--- config.mk ---
export PLATFORM = sky130hd
export DESIGN_NAME = mem_stage
export DESIGN_NICKNAME = d
export VERILOG_FILES = /design/src/rtl/mem_stage.sv
export SDC_FILE = /design/constraint.sdc
export NUM_CORES = 1
export LEC_CHECK = 0
export ABC_AREA = 1
export ABC_CLOCK_PERIOD_IN_PS = 1820
export BUFFER_PORTS_ARGS = -buffer_cell sky130_fd_sc_hd__buf_2
export CORE_UTILIZATION = 45
export CTS_BUF_LIST = sky130_fd_sc_hd__clkbuf_8
export DETAILED_ROUTE_END_ITERATION = 10
export PLACE_DENSITY = 0.72
export SLEW_MARGIN = 30
export SYNTH_ARGS = -nofsm -noshare
export SYNTH_HDL_FRONTEND = slang
export SYNTH_SLANG_ARGS = --single-unit
--- constraint.sdc ---
create_clock -name clk -period 1.82 [get_ports clk]
set_input_delay 0.182 -clock clk [delete_from_list [all_inputs] [get_ports clk]]
set_output_delay 0.182 -clock clk [all_outputs]
set_load 0.03 [all_outputs]
--- src/rtl/mem_stage.sv ---
// mem_stage: pipeline MEM stage with a data-memory handshake and a hardware call/return stack.
//
// Each live instruction is priority-decoded: call > ret > pop > MemRead/MemWrite.
// Memory ops move IDLE -> ACCESS and stall upstream until mem_ack. Everything else
// passes through to MEM/WB one cycle later. The stack pointer (SP) starts at STACK_TOP
// and grows downward. A call writes PC_in at SP-1. A ret or pop reads at SP.
//
// Optional feature macro: STACK_CHECK_EN
//   When defined, overflow/underflow is detected: a call at STACK_LIMIT, or a ret/pop at
//   STACK_TOP. Such an op is dropped (no request, no writeback, no stall) and sets the
//   sticky stack_err flag.
//   When undefined, SP wraps modulo 2^32 and stack_err is tied to 0.
//
// Ports:
//   clk, rst_n                   clock, synchronous active-low reset
//   valid_in + control/data      EX/MEM slot contents (held stable while mem_stall=1)
//   mem_req/we/addr/wdata        data-memory request (registered, held during ACCESS)
//   mem_rdata, mem_ack           memory response
//   mem_stall                    upstream freeze
//   wb_valid, RegWrite_out,
//   DestReg_out, wb_data         MEM/WB outputs
//   ret_valid, ret_target        one-cycle return redirect to fetch
//   stack_err                    sticky stack overflow/underflow flag
module mem_stage #(
    parameter logic [31:0] STACK_TOP   = 32'h0000_0400,
    parameter logic [31:0] STACK_LIMIT = 32'h0000_0300
) (
    input  logic        clk,
    input  logic        rst_n,
    input  logic        valid_in,
    input  logic        MemRead_in,
    input  logic        MemWrite_in,
    input  logic        MemToReg_in,
    input  logic        RegWrite_in,
    input  logic        MemSrc_in,
    input  logic        call_in,
    input  logic        ret_in,
    input  logic        pop_in,
    input  logic [4:0]  DestReg_in,
    input  logic [31:0] alu_result_in,
    input  logic [31:0] MemWrite_data_in,
    input  logic [31:0] PC_in,
    output logic        mem_req,
    output logic        mem_we,
    output logic [31:0] mem_addr,
    output logic [31:0] mem_wdata,
    input  logic [31:0] mem_rdata,
    input  logic        mem_ack,
    output logic        mem_stall,
    output logic        wb_valid,
    output logic        RegWrite_out,
    output logic [4:0]  DestReg_out,
    output logic [31:0] wb_data,
    output logic        ret_valid,
    output logic [31:0] ret_target,
    output logic        stack_err
);

    typedef enum logic {StIdle, StAccess} state_e;

    state_e      r_state, w_state_next;
    logic [31:0] r_sp;
    logic        r_mem_req, r_mem_we;
    logic [31:0] r_mem_addr, r_mem_wdata;
    logic        r_wb_valid, r_regwrite, r_ret_valid;
    logic [4:0]  r_dest;
    logic [31:0] r_wb_data, r_ret_target;

    logic        w_is_call, w_is_ret, w_is_pop, w_is_data, w_is_store;
    logic        w_any_mem, w_fault, w_mem_op;
    logic        w_we;
    logic [31:0] w_addr, w_wdata;

    // Priority decode: a higher-priority bit masks every lower one.
    assign w_is_call  = call_in;
    assign w_is_ret   = ~call_in & ret_in;
    assign w_is_pop   = ~call_in & ~ret_in & pop_in;
    assign w_is_data  = ~call_in & ~ret_in & ~pop_in;
    // A plain data op with both MemRead and MemWrite set is treated as a load.
    assign w_is_store = w_is_data & ~MemRead_in & MemWrite_in;
    assign w_any_mem  = valid_in & (call_in | ret_in | pop_in | MemRead_in | MemWrite_in);

`ifdef STACK_CHECK_EN
    logic r_stack_err;
    assign w_fault = valid_in & ((w_is_call & (r_sp == STACK_LIMIT)) |
                                 ((w_is_ret | w_is_pop) & (r_sp == STACK_TOP)));
    assign stack_err = r_stack_err;
`else
    // STACK_LIMIT only matters when checking is enabled.
    logic w_unused_limit;
    assign w_unused_limit = (r_sp == STACK_LIMIT);
    assign w_fault   = 1'b0;
    assign stack_err = 1'b0;
`endif

    assign w_mem_op = w_any_mem & ~w_fault;

    assign w_addr  = w_is_call                             ? r_sp - 32'd1 :
                     (w_is_ret | w_is_pop | MemSrc_in)     ? r_sp         : alu_result_in;
    assign w_we    = w_is_call | w_is_store;
    assign w_wdata = w_is_call ? PC_in : MemWrite_data_in;

    // Gating with rst_n means an abandoned ACCESS never stalls upstream during reset.
    assign mem_stall = rst_n & (((r_state == StIdle) & w_mem_op) |
                                ((r_state == StAccess) & ~mem_ack));

    always_comb begin
        w_state_next = r_state;
        unique case (r_state)
            StIdle:   if (w_mem_op) w_state_next = StAccess;
            StAccess: if (mem_ack)  w_state_next = StIdle;
            default:  w_state_next = StIdle;
        endcase
    end

    always_ff @(posedge clk) begin
        if (!rst_n) begin
            r_state      <= StIdle;
            r_sp         <= STACK_TOP;
            r_mem_req    <= 1'b0;
            r_mem_we     <= 1'b0;
            r_mem_addr   <= '0;
            r_mem_wdata  <= '0;
            r_wb_valid   <= 1'b0;
            r_regwrite   <= 1'b0;
            r_dest       <= '0;
            r_wb_data    <= '0;
            r_ret_valid  <= 1'b0;
            r_ret_target <= '0;
        end else begin
            r_state     <= w_state_next;
            r_wb_valid  <= 1'b0;
            r_regwrite  <= 1'b0;
            r_ret_valid <= 1'b0;
            if (r_state == StIdle) begin
                if (w_mem_op) begin
                    r_mem_req   <= 1'b1;
                    r_mem_we    <= w_we;
                    r_mem_addr  <= w_addr;
                    r_mem_wdata <= w_wdata;
                end else if (valid_in & ~w_fault) begin
                    r_wb_valid <= 1'b1;
                    r_regwrite <= RegWrite_in;
                    r_dest     <= DestReg_in;
                    r_wb_data  <= alu_result_in;
                end
            end else if (mem_ack) begin
                // Upstream held the instruction stable, so the decode still describes it.
                r_mem_req  <= 1'b0;
                r_mem_we   <= 1'b0;
                r_wb_valid <= 1'b1;
                r_regwrite <= RegWrite_in & ~w_is_call & ~w_is_ret & ~w_is_store;
                r_dest     <= DestReg_in;
                r_wb_data  <= (MemToReg_in | w_is_pop) ? mem_rdata : alu_result_in;
                if (w_is_ret) begin
                    r_ret_valid  <= 1'b1;
                    r_ret_target <= mem_rdata;
                end
                if (w_is_call) begin
                    r_sp <= r_sp - 32'd1;
                end else if (w_is_ret | w_is_pop) begin
                    r_sp <= r_sp + 32'd1;
                end
            end
        end
    end

`ifdef STACK_CHECK_EN
    always_ff @(posedge clk) begin
        if (!rst_n) begin
            r_stack_err <= 1'b0;
        end else if ((r_state == StIdle) && w_fault) begin
            r_stack_err <= 1'b1;
        end
    end
`endif

    assign mem_req      = r_mem_req;
    assign mem_we       = r_mem_we;
    assign mem_addr     = r_mem_addr;
    assign mem_wdata    = r_mem_wdata;
    assign wb_valid     = r_wb_valid;
    assign RegWrite_out = r_regwrite;
    assign DestReg_out  = r_dest;
    assign wb_data      = r_wb_data;
    assign ret_valid    = r_ret_valid;
    assign ret_target   = r_ret_target;

endmodule

Yosys cells after proc, flatten, opt, wreduce, memory -nomap -nowiden
Cells that the tools add are included.

Bits in registers: 171. Output and inout port bits: 140. Word-level logic and storage cells: 86.

Add/subtract/negate cells: 2. Equal/unequal tests: 2. Multiplexer cells: 31. Bitwise operators: 30. Reduce and logical (&&, ||, !) cells: 9.

Operator list (count): 32-bit 2-to-1 mux (10); 32-bit by 1-bit adder with 32-bit output (second input constant) (1); 32-bit by 1-bit subtractor with 32-bit output (second input constant) (1); 5-bit 2-to-1 mux (4); 1-bit 2-to-1 mux (16); 1-bit AND (13); 3-bit AND reduction (4); 1-bit OR (9); 1-bit inverter (8); 2-bit nonzero test (3); 2-bit != test (second input constant) (2); 2-bit AND reduction (2); 1-bit case mux with 2 select lines (1).

Depth between registers and ports, before layout
Depth after elaboration: 9. Depth in mapped cells: 13.

Least setup slack after synthesis
OpenSTA, ideal clock, no wires.

Kind: flip-flop to flip-flop. Start point: register r_sp[0]. End point: register r_sp[20]. Data arrival time: 1.456 ns. Data required time: 1.703 ns. Setup slack: 0.247 ns. Stages on the path, launching flop included: 12. Cells stage by stage: dfxtp_1 inv_2 ha_1 nand2_1 nor2_4 nand2_1 nor2_1 nand2_1 nand3_1 nand2_1 nor2_1 nor2_1.

Longest elaborated chain between the ends: 3. Elaborated cells between the ends (all ways): 4. Those cells by class: add/sub: 2; mux: 2.

RTL lines: start, declared (RTL line 62) `logic [31:0] r_sp;`; start signal, assigned (RTL line 160) `r_sp <= r_sp - 32'd1;`; start signal, assigned (RTL line 162) `r_sp <= r_sp + 32'd1;`; 32-bit by 1-bit adder with 32-bit output (RTL line 162); 32-bit 2-to-1 mux (RTL line 161) `end else if (w_is_ret | w_is_pop) begin`; 32-bit 2-to-1 mux (*) (RTL line 159) `if (w_is_call) begin`.

Every way passes the cells marked *; elsewhere a longest branch is shown, timed or not. The select of a mux whose other input is x is not followed. A chain may end at the register's enable or synchronous reset.

Worst setup path after layout
Start point: register r_sp[2]. End point: register r_sp[11].

The elaborated chain is that of the path after synthesis.

==> impl_results.md <==
- Mean area per synthesized cell: 6.408 µm²
- Portion of the post-synthesis area used by sequential elements: 37.46%
- DRT Pass-1 Iters: 7
- Die H: 144.5 µm
- Slew at the pin closest to its max-slew limit: 0.6953 ns
- Maximum clock insertion buffer count: 2
- Placed Cells incl. Taps: 1,922
- MaxCap Viol Count: 0
- Leakage dissipation: 6.024 nW
- Relative contribution of the clock network to total power: 29.6%
- Combinational Power Share: 26.3%
- Die outline area: 0.02088 mm²
- Reg2Reg Setup Slack: 0.13 ns
- Fraction of registers with async set or reset after synthesis: 0%
- Grt total ovfl: 0
- Instance count of the mapped netlist: 1,426
- TritonCTS Buffers: 17
- Run status: complete, no violations
- Post-route DRC violation count: 0
- CP Data Required Time: 2.18 ns
- Max Clk Rate: 591.9 MHz
- Util after Layout: 62.88%
- Arr. time, crit path: 2.05 ns
- Worst Setup End Kind: register
- Synthesis-stage register bit count: 171
- Hold_sp: valid_in
- Cell area after technology mapping: 0.009138 mm²
- Post-DR wirelength/cell: 16.67 µm
- Portion of the clock cycle consumed by the worst path in the final layout: 92.83%
- Count of final hold-check violations: 0
- Number of standard cells in the layout, taps in and fillers out: 2,059
- Final RePlAce weighted congestion: 0.9717
- Worst ir drop on vdd: 0.4703 mV
- Layout cells sized above 1: 22.60%
- Slowest stage cell, crit path: dfxtp_1
- Clk sinks: 171
- Number of cells on the worst hold path: 3
- Starting density of the core: 46.49%
- Antenna violations before repair: 0
- End of the worst register-to-register path: r_sp[11]$_SDFFE_PN0P_
- Final-report max-slew violation count: 0
- Relative max-transition margin: 53.58%
- Library cell used as clock root buffer: clkbuf_8
- PortBufs: 283
- Die width: 144.5 µm
- Dominant cell type by count on the critical path: nand2_1
- Number of vias after detailed routing: 11,020
- Number of global-route vias before repair: 9,939
- Unrepaired setup endpoints after global routing: false
- Total power divided by cell area: 768.3 mW/mm²
- I/O pin total: 285
- Wirelength, routed: 34.33 mm
- Element type at the critical path start: register
- Final clock skew: 0.01609 ns
- Number of library cell types mapped by synthesis: 39
- Fin crit period: 1.689 ns
- Core Area: 0.01965 mm²
- Crit-path cells: nand2_1 > nor2_4 > nand2_1 > nor2_2 > nand2_1 > o21ai_0 > nand2_1 > nand2_1 > a21oi_1
- Wire length of the first global-routing pass: 51.87 mm
- Drt initial violations: 792
- Final std cell area, no fill: 0.01236 mm²
- TritonCTS clock tree: done
- End of the worst hold path: r_state$_SDFF_PN0_
- Synthesized netlist net count: 1,573
- Summed negative setup slack over all endpoints: 0 ns
- Switching portion of total power: 35.53%
- Antenna-violating nets left: 0
- H-Tree Level Count: 4
- Int Pwr: 6.122 mW
- Number of warnings printed during yosys synthesis: 0
- Area Overhead vs Synth: 35.25%
- Largest net degree at the start of global routing: 91
- Share of power burned in registers: 44.1%
- Reg2Reg Depth: 9
- Reg clk slew, reported paths: 0.10 ns
- Overall routing resource usage: 32.37%
- Post-layout net count: 1,926
- Insertion delay of the later-clocked pin in the worst-skew pair: 0.48 ns
- Half-perimeter wire length after detailed placement: 23.68 mm
- Setup violation total in the final timing report: 0
- Sw Pwr: 3.374 mW
- Post-Place Cell Area: 0.01086 mm²
- Setup Crit Path Kind: reg2reg
- Number of standard-cell rows in the floorplan: 51
- FF-to-FF Start: r_sp[2]$_SDFFE_PN0P_
- Routed via count divided by cell count: 5.351
- Stage delay of the slowest cell on the critical path: 0.42 ns
- Critical path fanouts, max: 5
- Ys flop type: dfxtp_1
- EDFF count, synth: 0
- Type of the most critical hold path: in2reg
## area by class of cell
class	instances	area, µm²
repair buffers	428	2900
flip-flops and latches	171	3440
multi-input cells	1038	4808
clock buffers	17	234.0
fillers	1841	7296
diodes	2	5.005
clock inverters	15	167.7
well taps	265	331.6
inverters	123	471.7
## per-layer routing
layer | GRT usage [%] | wire (µm) | up-vias
met5 | 0 | 0 | -
met4 | 12.96 | 1118 | 0
met3 | 8.046 | 2966 | 86
met2 | 50.56 | 15920 | 491
met1 | 42.51 | 14330 | 5046
li1 | - | - | 5394
## state kept, by name, summed over array words and instances (netlist names)
signal and count:
ret_target 32, mem_req 1, mem_wdata 32, r_state 1
mem_addr 32, r_sp 32, RegWrite_out 1, DestReg_out 5
ret_valid 1, wb_valid 1, wb_data 32, mem_we 1
## synth_stat cells (2+ instances only)
master	instances	share of area [%]
nand4_1	5	0.34
buf_6	12	1.5
inv_1	117	4.8
clkbuf_1	46	1.9
nor2_2	6	0.41
buf_2	21	1.2
nand2_1	329	14
o31ai_1	3	0.25
o21ai_0	222	12
inv_2	3	0.12
o211ai_1	7	0.58
o21ai_1	7	0.38
nor2_1	191	7.8
nand3_1	72	3.9
nand2_4	4	0.49
nor3_1	6	0.33
clkbuf_2	7	0.38
xor2_1	6	0.58
a21oi_1	112	6.1
a31oi_1	54	3.7
dfxtp_1	171	37
ha_1	2	0.27
buf_1	5	0.21
buf_4	3	0.25
## worst max-delay path: cells and delay by family, from the launching register on
family	cells	cell delay, ns
simple gates	7	0.94
compound gates	2	0.21
flops	1	0.42
## worst max-delay path by stage
stage | to | start | slack (ns)
after floorplan | r_sp[20]$_SDFFE_PN0P_ | r_sp[0]$_SDFFE_PN0P_ | 0.25
after CTS | r_sp[29]$_SDFFE_PN0P_ | r_sp[9]$_SDFFE_PN0P_ | 0.009
after detailed placement | r_sp[29]$_SDFFE_PN0P_ | r_sp[9]$_SDFFE_PN0P_ | 0.01
final | r_sp[11]$_SDFFE_PN0P_ | r_sp[2]$_SDFFE_PN0P_ | 0.13
after global placement | r_sp[29]$_SDFFE_PN0P_ | r_sp[9]$_SDFFE_PN0P_ | -0.004
after global routing | r_sp[31]$_SDFFE_PN0P_ | r_sp[21]$_SDFFE_PN0P_ | 0.003
## cells by family after synthesis
family,synth area share (%)
other,0.04104
DFF,37.46
adders and majority gates,0.2738
AOI/OAI and AO/OA,23.52
buffers and inverters,10.49
and+or+nand+nor,27.54
xor gates and xnor gates,0.6710
## placed cells by master (no fill, tap or decap), types with 4 or more instances in the layout
master	count
nor2_1	184
nand4_1	5
dfxtp_1	158
dlygate4sd3_1	102
clkbuf_8	17
a31oi_1	54
o21ai_1	7
a21oi_1	112
buf_2	282
buf_4	33
nor3_1	6
o21ai_0	222
nand3_1	71
buf_12	11
nor2_2	11
nand2_4	4
nand2_2	5
xor2_1	6
dfxtp_2	13
o211ai_1	7
inv_6	5
inv_1	117
inv_2	4
nand2_1	325
## metrics by stage
stage          hold WS (ns)  total power [mW]  setup slack (ns)
2_1_floorplan        0.3071             5.728            0.2474
3_3_place_gp         0.4095             6.505         -0.004239
3_5_place_dp         0.4141             6.525           0.01072
4_1_cts             0.01277             9.463          0.009177
5_1_grt             0.01818             9.951          0.002843
6_report            0.03676             9.495            0.1305
## power groups by stage
stage / clock (mW) / sequential (mW) / combinational [mW]
after floorplan: 0 / 4.62 / 1.11
after global placement: 0 / 4.25 / 2.26
after detailed placement: 0 / 4.25 / 2.27
after CTS: 2.84 / 4.17 / 2.45
after global routing: 3.02 / 4.22 / 2.71
final: 2.81 / 4.19 / 2.50
## what timing repair did
| action | CTS | global route |
|---|---|---|
| hold endpoints to repair | 70 | 0 |
| hold buffers | 102 | 0 |
| setup buffers | 0 | 1 |
| setup endpoints to repair | 0 | 32 |
| gates resized for setup | 0 | 30 |
No activity file was read; power rests on OpenSTA's default activity.
